### src/rtl/timer_ctrl_pkg.sv
// Shared types and constants for the timer controller.
package timer_ctrl_pkg;

  typedef enum logic [1:0] {
    ONE_SHOT = 2'b00,
    PERIODIC = 2'b01,
    TRIANGLE = 2'b10,
    RSVD     = 2'b11
  } mode_e;

  typedef enum logic [1:0] {
    IDLE    = 2'b00,
    RUN_DN  = 2'b01,
    RUN_UP  = 2'b10,
    RUN_DN2 = 2'b11
  } state_e;

  localparam int PRESC_W = 8;

endpackage

### src/rtl/universal_binary_counter.sv
// N-bit up/down counter with synchronous clear and parallel load.
// Priority: syn_clr over load over en.
module universal_binary_counter #(
  parameter int N = 8
) (
  input  logic         clk,
  input  logic         reset,
  input  logic         syn_clr,
  input  logic         load,
  input  logic         en,
  input  logic         up,
  input  logic [N-1:0] d,
  output logic [N-1:0] q
);

  logic [N-1:0] r_q, r_d;

  always_comb begin
    r_d = r_q;
    if (syn_clr)   r_d = '0;
    else if (load) r_d = d;
    else if (en)   r_d = up ? r_q + 1'b1 : r_q - 1'b1;
  end

  always_ff @(posedge clk or posedge reset) begin
    if (reset) r_q <= '0;
    else       r_q <= r_d;
  end

  assign q = r_q;

endmodule

### src/rtl/timer_ctrl.sv
// Timer controller: sequences a counter for one-shot, periodic and triangle patterns.
// Optional prescaler enabled with `define TIMER_PRESCALE_EN.
module timer_ctrl
  import timer_ctrl_pkg::*;
#(
  parameter int N = 8
) (
  input  logic         clk,
  input  logic         rst_n,
  input  logic         start,
  input  logic         stop,
  input  logic [1:0]   mode,
  input  logic [N-1:0] period,
  input  logic [N-1:0] cmp,
`ifdef TIMER_PRESCALE_EN
  input  logic [PRESC_W-1:0] prescale,
`endif
  output logic [N-1:0] count,
  output logic         busy,
  output logic         tick,
  output logic         pwm
);

  state_e       state_q, state_d;
  mode_e        mode_q;
  logic [N-1:0] period_q, cmp_q;
  logic         pwm_q;
  logic         strobe;
  logic         start_ok;
  logic         ctr_clr, ctr_load, ctr_en, ctr_up;
  logic [N-1:0] ctr_d;

  assign start_ok = (state_q == IDLE) && start && !stop;

`ifdef TIMER_PRESCALE_EN
  logic [PRESC_W-1:0] presc_q, presc_d, presc_sh_q;

  always_comb begin
    presc_d = presc_q;
    if (stop)                  presc_d = '0;
    else if (state_q == IDLE)  presc_d = start ? prescale : '0;
    else if (presc_q == '0)    presc_d = presc_sh_q;
    else                       presc_d = presc_q - 1'b1;
  end

  always_ff @(posedge clk or negedge rst_n) begin
    if (!rst_n) begin
      presc_q    <= '0;
      presc_sh_q <= '0;
    end else begin
      presc_q <= presc_d;
      if (start_ok) presc_sh_q <= prescale;
    end
  end

  assign strobe = (presc_q == '0);
`else
  assign strobe = 1'b1;
`endif

  always_comb begin
    state_d  = state_q;
    ctr_clr  = 1'b0;
    ctr_load = 1'b0;
    ctr_en   = 1'b0;
    ctr_up   = 1'b0;
    ctr_d    = period_q;
    tick     = 1'b0;
    case (state_q)
      IDLE: begin
        if (start) begin
          ctr_d = period;
          if (mode_e'(mode) == TRIANGLE) begin
            ctr_clr = 1'b1;
            state_d = RUN_UP;
          end else begin
            ctr_load = 1'b1;
            state_d  = RUN_DN;
          end
        end
      end
      RUN_DN: begin
        ctr_en = strobe;
        if (strobe && count == '0) begin
          tick = 1'b1;
          if (mode_q == ONE_SHOT) begin
            ctr_en  = 1'b0;
            state_d = IDLE;
          end else begin
            ctr_load = 1'b1;
          end
        end
      end
      RUN_UP: begin
        ctr_en = strobe;
        ctr_up = 1'b1;
        if (strobe && count == period_q) begin
          // A zero-height triangle parks at 0 and ticks on every step.
          if (period_q == '0) begin
            tick   = 1'b1;
            ctr_en = 1'b0;
          end else begin
            ctr_up  = 1'b0;
            state_d = RUN_DN2;
          end
        end
      end
      RUN_DN2: begin
        ctr_en = strobe;
        if (strobe && count == '0) begin
          tick    = 1'b1;
          ctr_up  = 1'b1;
          state_d = RUN_UP;
        end
      end
      default: state_d = IDLE;
    endcase
    // Abort overrides everything, including a start or a terminal tick.
    if (stop) begin
      ctr_clr  = 1'b1;
      ctr_load = 1'b0;
      ctr_en   = 1'b0;
      tick     = 1'b0;
      state_d  = IDLE;
    end
  end

  always_ff @(posedge clk or negedge rst_n) begin
    if (!rst_n) begin
      state_q  <= IDLE;
      mode_q   <= ONE_SHOT;
      period_q <= '0;
      cmp_q    <= '0;
      pwm_q    <= 1'b0;
    end else begin
      state_q <= state_d;
      pwm_q   <= (state_q != IDLE) && (count < cmp_q);
      if (start_ok) begin
        mode_q   <= mode_e'(mode);
        period_q <= period;
        cmp_q    <= cmp;
      end
    end
  end

  universal_binary_counter #(.N(N)) u_counter (
    .clk     (clk),
    .reset   (!rst_n),
    .syn_clr (ctr_clr),
    .load    (ctr_load),
    .en      (ctr_en),
    .up      (ctr_up),
    .d       (ctr_d),
    .q       (count)
  );

  assign busy = (state_q != IDLE);
  assign pwm  = pwm_q;

endmodule

### config.mk
export PLATFORM = sky130hd
export DESIGN_NAME = timer_ctrl
export DESIGN_NICKNAME = d
export VERILOG_FILES = /design/src/rtl/timer_ctrl_pkg.sv /design/src/rtl/universal_binary_counter.sv /design/src/rtl/timer_ctrl.sv
export SDC_FILE = /design/constraint.sdc
export NUM_CORES = 1
export LEC_CHECK = 0
export ABC_AREA = 1
export ABC_CLOCK_PERIOD_IN_PS = 2900
export BUFFER_PORTS_ARGS = -buffer_cell sky130_fd_sc_hd__buf_2
export CELL_PAD_IN_SITES_DETAIL_PLACEMENT = 0
export CELL_PAD_IN_SITES_GLOBAL_PLACEMENT = 1
export CORE_ASPECT_RATIO = 1.25
export CORE_MARGIN = 5
export CORE_UTILIZATION = 40
export CTS_BUF_LIST = sky130_fd_sc_hd__clkbuf_16
export DETAILED_ROUTE_END_ITERATION = 8
export HOLD_SLACK_MARGIN = 0.02
export PLACE_DENSITY = 0.79
export SYNTH_ARGS = -nofsm -noshare
export SYNTH_HDL_FRONTEND = slang
export SYNTH_SLANG_ARGS = --single-unit
### constraint.sdc
create_clock -name clk -period 2.9 [get_ports clk]
set_input_delay 0.435 -clock clk [delete_from_list [all_inputs] [get_ports clk]]
set_output_delay 0.435 -clock clk [all_outputs]
set_load 0.01 [all_outputs]
==> out/qor.yml, run 1 <==
syn-cell-area_sq_mm: 0.00206
mostFrequentLayoutCells: "nand2_1 (82), buf_2 (32), inv_1 (31), dfrtp_1 (28), o21ai_0 (22)"
rr_startpoint: "u_counter.q[3]$_DFFE_PN0P_"
fin_setup_tns_ps: 0
drcViolationCount: 0
grt_max_degree: 30
switching_share_pct: 45.7
drv_cap: 0
dr.pass1.iters: 4
via_count: 1850
drv_slew: 0
dpl.hpwl_mm: 3.93
cts_max_level: 2
gp_congestion: 0.864
core-area_sq_mm: 0.00504
p_sw_mw: 1.21
clkTransAtPathRegs_ps: 50
place_ws_ps: 67.4
synth_edf_count: 0
cts_setup_buffers: 0
crit_path_start_kind: "register"
endpoint_kind: "register"
synth_warnings: 0
fin_crit_ps: 2640
ant_nets: 0
clockBufferDepth: 2
mostFrequentLayoutCell: "nand2_1"
design_area_sq_mm: 0.00241
track_usage_pct: 17.0
power.share.clock_pct: 18.0
power_density_mw_per_mm2: 1100
syn_avg_cell_area_sq_um: 7.43
worstPathArrival_ps: 2790
insertion_delay_ps: 270
placed_area_sq_mm: 0.00228
crit_family: "simple AND/OR/NAND/NOR gates"
drt_iter0_drc: 75
r2r-end: "u_counter.q[5]$_DFFE_PN0P_"
comb_power_share_pct: 53.5
fmax_mhz: 379
cp_num_buf_inv: 3
setup_ws_ps: 265
ir_drop_mv: 0.465
grt_overflow: 0
drt_wl_total_mm: 5.04
io_pins: 33
area_growth_pct: 16.9
nets: 350
slowest_delay_ps: 480
leakage_nw: 1.26
rsz0062_at_grt: "no"
outcome: "complete, no violations"
ff2ff_path_depth: 15
ys.flop_type: "dfrtp_1"
hold_viol: 0
hp-class: "input pin to asynchronous set/reset pin"
insertedDiodeCount: 0
p_int_mw: 1.44
portBuffers: 32
worstMarginPinSlew_ps: 660
critical_path_class: "register to register"
vias_per_cell: 4.93
crit_fanout: 6
fin_skew_ps: 6.20
die_area_sq_mm: 0.00671
start_util_pct: 40.9
cts_buffers: 5
fp.dieH_um: 90.3
synth.net_count: 314
antenna_found_initial: 0
cts_sinks: 29
cp_slowest_cell: "dfrtp_1"
row_count: 29
yosysSeqAreaShare_pct: 35.2
syn_inst: 278
cts_tree: "yes"
worstPathRequired_ps: 3050
seqPwrFrac_pct: 28.5
r2r_setup_slack_ps: 260
grt_pass1_wl_mm: 8.86
period_share_pct: 90.9
synthArstFlopShare_pct: 100
wl_per_cell_um: 13.5
die_w_um: 74.3
setup_violations: 0
grt_pass1_vias: 1853
critPathMostFrequentCell: "nand2_1"
drive_gt1_share_pct: 21.1
max_slew_margin_pct: 56.0
crit_chain: "inv_1 -> nand4_1 -> nor2_2 -> nand3_1 -> nand2_2 -> inv_2 -> ha_1 -> inv_1 -> o21ai_1 -> nand2_1 -> nand2_1 -> xor2_1 -> nand2_1 -> nand2_1 -> o22ai_1"
synth-seq-cells: 29
synthDistinctLibCells: 34
cts_root_buf: "clkbuf_16"
-- cell usage after synthesis (3+ instances only) --
cell | count | area (sq um)
xnor2_1 | 3 | 26.3
nand4_1 | 3 | 18.8
xor2_1 | 4 | 35.0
inv_2 | 9 | 33.8
o211ai_1 | 3 | 22.5
dfrtp_1 | 29 | 726
a21oi_1 | 13 | 65.1
ha_1 | 13 | 163
nor2_2 | 3 | 18.8
nor3_1 | 3 | 15.0
o21ai_1 | 4 | 20.0
nor2_1 | 10 | 37.5
inv_1 | 32 | 120
nand3_1 | 13 | 65.1
nand2_1 | 83 | 312
o21ai_0 | 23 | 115
o22ai_1 | 6 | 37.5
-- worst register-to-register path: cells and delay by family, from the launching register on --
family	cells	cell delay (ps)
and+or+nand+nor	8	960
xor gates and xnor gates	1	150
adders and majority gates	1	340
AOI/OAI and AO/OA	2	320
DFF	1	480
buffers and inverters	3	280
-- power by group through the flow --
| stage | registers (mW) | logic [mW] | clock network (mW) |
|---|---|---|---|
| after floorplan | 0.733 | 1.08 | 0 |
| after global placement | 0.761 | 1.44 | 0 |
| after detailed placement | 0.763 | 1.42 | 0 |
| after CTS | 0.759 | 1.43 | 0.485 |
| after global routing | 0.785 | 1.66 | 0.507 |
| final | 0.757 | 1.42 | 0.478 |
-- area by class of cell --
class	instances	area (sq um)
flip-flops and latches	29	727
repair buffers	33	168
multi-input cells	202	1150
clock inverters	1	5.00
inverters	43	161
well taps	62	77.6
clock buffers	5	125
fillers	517	2630
-- per-stage QoR --
stage	hold WS, ps	util (%)	cells	power [mW]
after detailed placement	460	45.2	369	2.19
after CTS	227	47.8	375	2.68
after global placement	460	45.2	369	2.20
after global routing	270	47.9	375	2.95
final	197	47.9	375	2.66
after floorplan	139	-	278	1.82
-- metal layers --
metal	wire length [um]	track usage [%]
met2	2410	27.1
met4	61	4.01
met3	219	3.45
met1	2360	23.5
met5	0	0
-- sequential cells by signal, indices dropped and copies added (netlist names) --
name         count
state_q          2
mode_q           2
u_counter.q      8
cmp_q            8
pwm              1
period_q         8
-- cell families (layout without fill, tap and decap cells) --
kind of cell | count (synthesis) | in the layout | synth area share, %
buffers and inverters | 47 | 82 | 9.27
DFF | 29 | 29 | 35.2
adders and majority gates | 14 | 14 | 8.85
and+or+nand+nor | 124 | 124 | 27.5
AOI/OAI and AO/OA | 57 | 57 | 16.3
xor gates and xnor gates | 7 | 7 | 2.97
-- how the worst max path moves through the flow --
stage                                     from                         end  slack, ps  depth (start not counted)
floorplan           u_counter.q[6]$_DFFE_PN0P_  u_counter.q[5]$_DFFE_PN0P_        500                         15
global placement    u_counter.q[3]$_DFFE_PN0P_  u_counter.q[5]$_DFFE_PN0P_         10                         15
detailed placement  u_counter.q[3]$_DFFE_PN0P_  u_counter.q[5]$_DFFE_PN0P_         70                         15
CTS                 u_counter.q[3]$_DFFE_PN0P_  u_counter.q[5]$_DFFE_PN0P_         60                         15
global route        u_counter.q[7]$_DFFE_PN0P_  u_counter.q[4]$_DFFE_PN0P_         50                         17
finish              u_counter.q[3]$_DFFE_PN0P_  u_counter.q[5]$_DFFE_PN0P_        260                         15
-- timing repair --
item                       in CTS  in global routing
gates resized for setup         0                  4
setup endpoints to repair       0                  5
hold buffers                    0                  0
Power figures use the tool's default switching activity.
==> run 2, diff against run 1 <==
--- a/config.mk
+++ b/config.mk
@@ -5,7 +5,6 @@
 export SDC_FILE = /design/constraint.sdc
 export NUM_CORES = 1
 export LEC_CHECK = 0
-export ABC_AREA = 1
 export ABC_CLOCK_PERIOD_IN_PS = 2900
 export BUFFER_PORTS_ARGS = -buffer_cell sky130_fd_sc_hd__buf_2
 export CELL_PAD_IN_SITES_DETAIL_PLACEMENT = 0
@@ -16,7 +15,8 @@
 export CTS_BUF_LIST = sky130_fd_sc_hd__clkbuf_16
 export DETAILED_ROUTE_END_ITERATION = 8
 export HOLD_SLACK_MARGIN = 0.02
-export PLACE_DENSITY = 0.79
+export PLACE_DENSITY = 0.75
+export SETUP_SLACK_MARGIN = 0.02
 export SYNTH_ARGS = -nofsm -noshare
 export SYNTH_HDL_FRONTEND = slang
 export SYNTH_SLANG_ARGS = --single-unit
==> out/qor.yml, run 2 <==
outcome: "complete, no violations"
io_pins: 33  # unchanged
grt_pass1_wl_mm: 8.73  # -1.5%
drcViolationCount: 0  # unchanged
synthArstFlopShare_pct: 100  # unchanged
power_density_mw_per_mm2: 965  # -12%
track_usage_pct: 17.3  # +0.32 points
fmax_mhz: 348  # -8.3%
r2r-end: "u_counter.q[7]$_DFFE_PN0P_"
synth_most_common_cell: "dfrtp_1"
grt_max_degree: 30  # unchanged
mostFrequentLayoutCells: "buf_4 (50), buf_2 (32), dfrtp_1 (23), nand2_1 (21), inv_1 (16)"
hold_viol: 0  # unchanged
grt_pass1_vias: 1868  # +0.81%
drt_wl_total_mm: 5.15  # +2.1%
yosysSeqAreaShare_pct: 35.7  # +0.56 points
synth_commonest_cells: "dfrtp_1 (29), nand2_1 (21), inv_1 (16), o21ai_0 (16)"
worstMarginPinSlew_ps: 692  # +32.2 ps
ant_nets: 0  # unchanged
ir_drop_mv: 0.480  # +3.2%
rsz0062_at_grt: "yes"
critical_path_class: "register to register"
drv_slew: 0  # unchanged
synthDistinctLibCells: 47  # +38%
synth.net_count: 245  # -22%
insertedDiodeCount: 0  # unchanged
cts_tree: "yes"
antenna_found_initial: 0  # unchanged
p_int_mw: 1.73  # +20%
cts_sinks: 29  # unchanged
syn_inst: 209  # -25%
fin_skew_ps: 7.12  # +0.923 ps
synthTopCellsByArea: "dfrtp_1 (36%), mux2_2 (8.3%), ha_1 (8.0%)"
synth_warnings: 0  # unchanged
core-area_sq_mm: 0.00501  # -0.72%
fin_crit_ps: 2870  # +238 ps
ys.flop_type: "dfrtp_1"
synth_top_area_share_pct: 35.7  # +0.56 points
area_growth_pct: 38.1
worstPathArrival_ps: 3010  # +220 ps
comb_power_share_pct: 54.0  # +0.5 points
fp.dieH_um: 89.7  # -0.70%
power.share.clock_pct: 21.0  # +3.0 points
synth_edf_count: 0  # unchanged
insertion_delay_ps: 270  # about the same
syn_avg_cell_area_sq_um: 9.72  # +31%
gp_congestion: 0.796  # -7.8%
total_power_mw: 2.71  # +2.0%
p_sw_uw: 977  # -19%
die_w_um: 73.8  # -0.68%
dpl.hpwl_mm: 3.84  # -2.1%
drive_gt1_share_pct: 45.9  # +25 points
rr_startpoint: "u_counter.q[7]$_DFFE_PN0P_"
ff2ff_path_depth: 13  # -2
crit_fanout: 4  # -2
fin_cells: 352  # -6.1%
portBuffers: 32  # unchanged
switching_share_pct: 36.1  # -9.6 points
clkTransAtPathRegs_ps: 50  # about the same
grt_overflow: 0  # unchanged
clockBufferDepth: 2  # unchanged
dr.pass1.iters: 4  # unchanged
drt_iter0_drc: 58  # -23%
leakage_nw: 1.36  # +8.3%
wl_per_cell_um: 14.6  # +8.8%
cts_buffers: 5  # unchanged
r2r_setup_slack_ps: 30  # -240 ps
yosysTopAreaCell: "dfrtp_1"
mostFrequentLayoutCell: "buf_4"
fill_cells: 479  # -7.4%
seqPwrFrac_pct: 25.0  # -3.5 points
cts_root_buf: "clkbuf_16"
vias_per_cell: 5.11  # +3.7%
nets: 325  # -7.1%
drv_cap: 0  # unchanged
start_util_pct: 40.6  # -0.35 points
die_area_sq_mm: 0.00661  # -1.4%
via_count: 1800  # -2.7%
setup_violations: 0  # unchanged
max_slew_margin_pct: 53.8  # -2.1 points
crit_path_start_kind: "register"
hp-class: "input pin to asynchronous set/reset pin"
dp.cells: 331  # -10%
worstPathRequired_ps: 3040  # about the same
cts_max_level: 2  # unchanged
synth-seq-cells: 29  # unchanged
syn-cell-area_sq_mm: 0.00203  # -1.6%
endpoint_kind: "register"
period_share_pct: 99.1  # +8.2 points
row_count: 29  # unchanged
[run 2: cell count changes after synthesis, sizes merged, moves of 6 or more]
cell / delta
nand2: -65
inv: -25
mux2: +15
o21ai: -13
nand3: -12
buf: +7
a21o: +6
nor4: +6
o22ai: -6
[run 2: repair_timing]
action                                  CTS  global route
hold buffers                              0             0
endpoints found under the setup margin    3             7
resized for setup                         9             9
pin swaps                                 9             2
buffers inserted                         15             1
cloned                                    0             0
[run 2: cell type report]
type | instances | area [sq um] | share of cell area [%]
Clock buffer | 5 | 125 | 4.46
Multi-Input combinational cell | 154 | 1230 | 43.7
Sequential cell | 29 | 733 | 26.1
Tap cell | 62 | 77.6 | 2.76
Timing Repair Buffer | 83 | 547 | 19.5
Inverter | 16 | 60.1 | 2.14
Clock inverter | 3 | 37.5 | 1.34
[run 2: routing by layer]
metal  vias to the layer above  global-route usage [%]  wire [um]  part of all wire, %
met5                         -                       0          0                    0
met4                         0                    6.43         70                  1.4
met3                         6                    2.90        171                  3.3
met2                        29                    32.3       2820                   55
met1                       866                    19.5       2090                   41
li1                        899                       -          -                    -
[run 2: through the flow]
step,instance area [sq um],utilization (%),worst slack (ps),setup TNS (ps),hold WS (ps)
after floorplan,2050,-,21.9,0,139
after global placement,2490,49.8,-142,-236,503
after detailed placement,2490,49.8,-172,-316,509
after CTS,2780,55.6,20.7,0,216
after global routing,2810,56.0,-216,-402,250
final,2810,56.0,27.2,0,185
[run 2: worst max path at each step]
stage / start / to / slack [ps]
floorplan: u_counter.q[4]$_DFFE_PN0P_ / u_counter.q[7]$_DFFE_PN0P_ / 20
global placement: u_counter.q[2]$_DFFE_PN0P_ / u_counter.q[6]$_DFFE_PN0P_ / -140
detailed placement: u_counter.q[2]$_DFFE_PN0P_ / u_counter.q[6]$_DFFE_PN0P_ / -170
CTS: u_counter.q[5]$_DFFE_PN0P_ / u_counter.q[7]$_DFFE_PN0P_ / 20
global route: u_counter.q[5]$_DFFE_PN0P_ / u_counter.q[7]$_DFFE_PN0P_ / -220
finish: u_counter.q[7]$_DFFE_PN0P_ / u_counter.q[7]$_DFFE_PN0P_ / 30
[run 2: power groups by stage]
stage	registers (mW)	logic, mW	clock network (mW)
final	0.678	1.46	0.568
after global routing	0.694	1.64	0.601
after CTS	0.670	1.42	0.578
after detailed placement	0.673	1.35	0
after global placement	0.667	1.34	0
after floorplan	0.689	0.802	0
[run 2: cell families (layout without fill, tap and decap cells)]
family	after synthesis	after routing	share of synthesized area (%)
muxes	19	19	10.3
adders and majority gates	14	14	8.99
buffers and inverters	26	107	6.77
and+or+nand+nor	60	60	16.1
xor gates and xnor gates	11	11	4.74
AOI/OAI and AO/OA	50	50	17.4
DFF	29	29	35.7
[run 2: critical path, stage by stage (launching register included)]
cell and delay (ps):
dfrtp_2 400, xor2_1 170, nor4_2 330, nand4_1 160, and3_4 190, inv_2 70, ha_1 230, a21oi_2 150
o21ai_0 110, or4_1 420, a21oi_2 140, xnor2_1 100, a21oi_1 140, o221ai_1 130
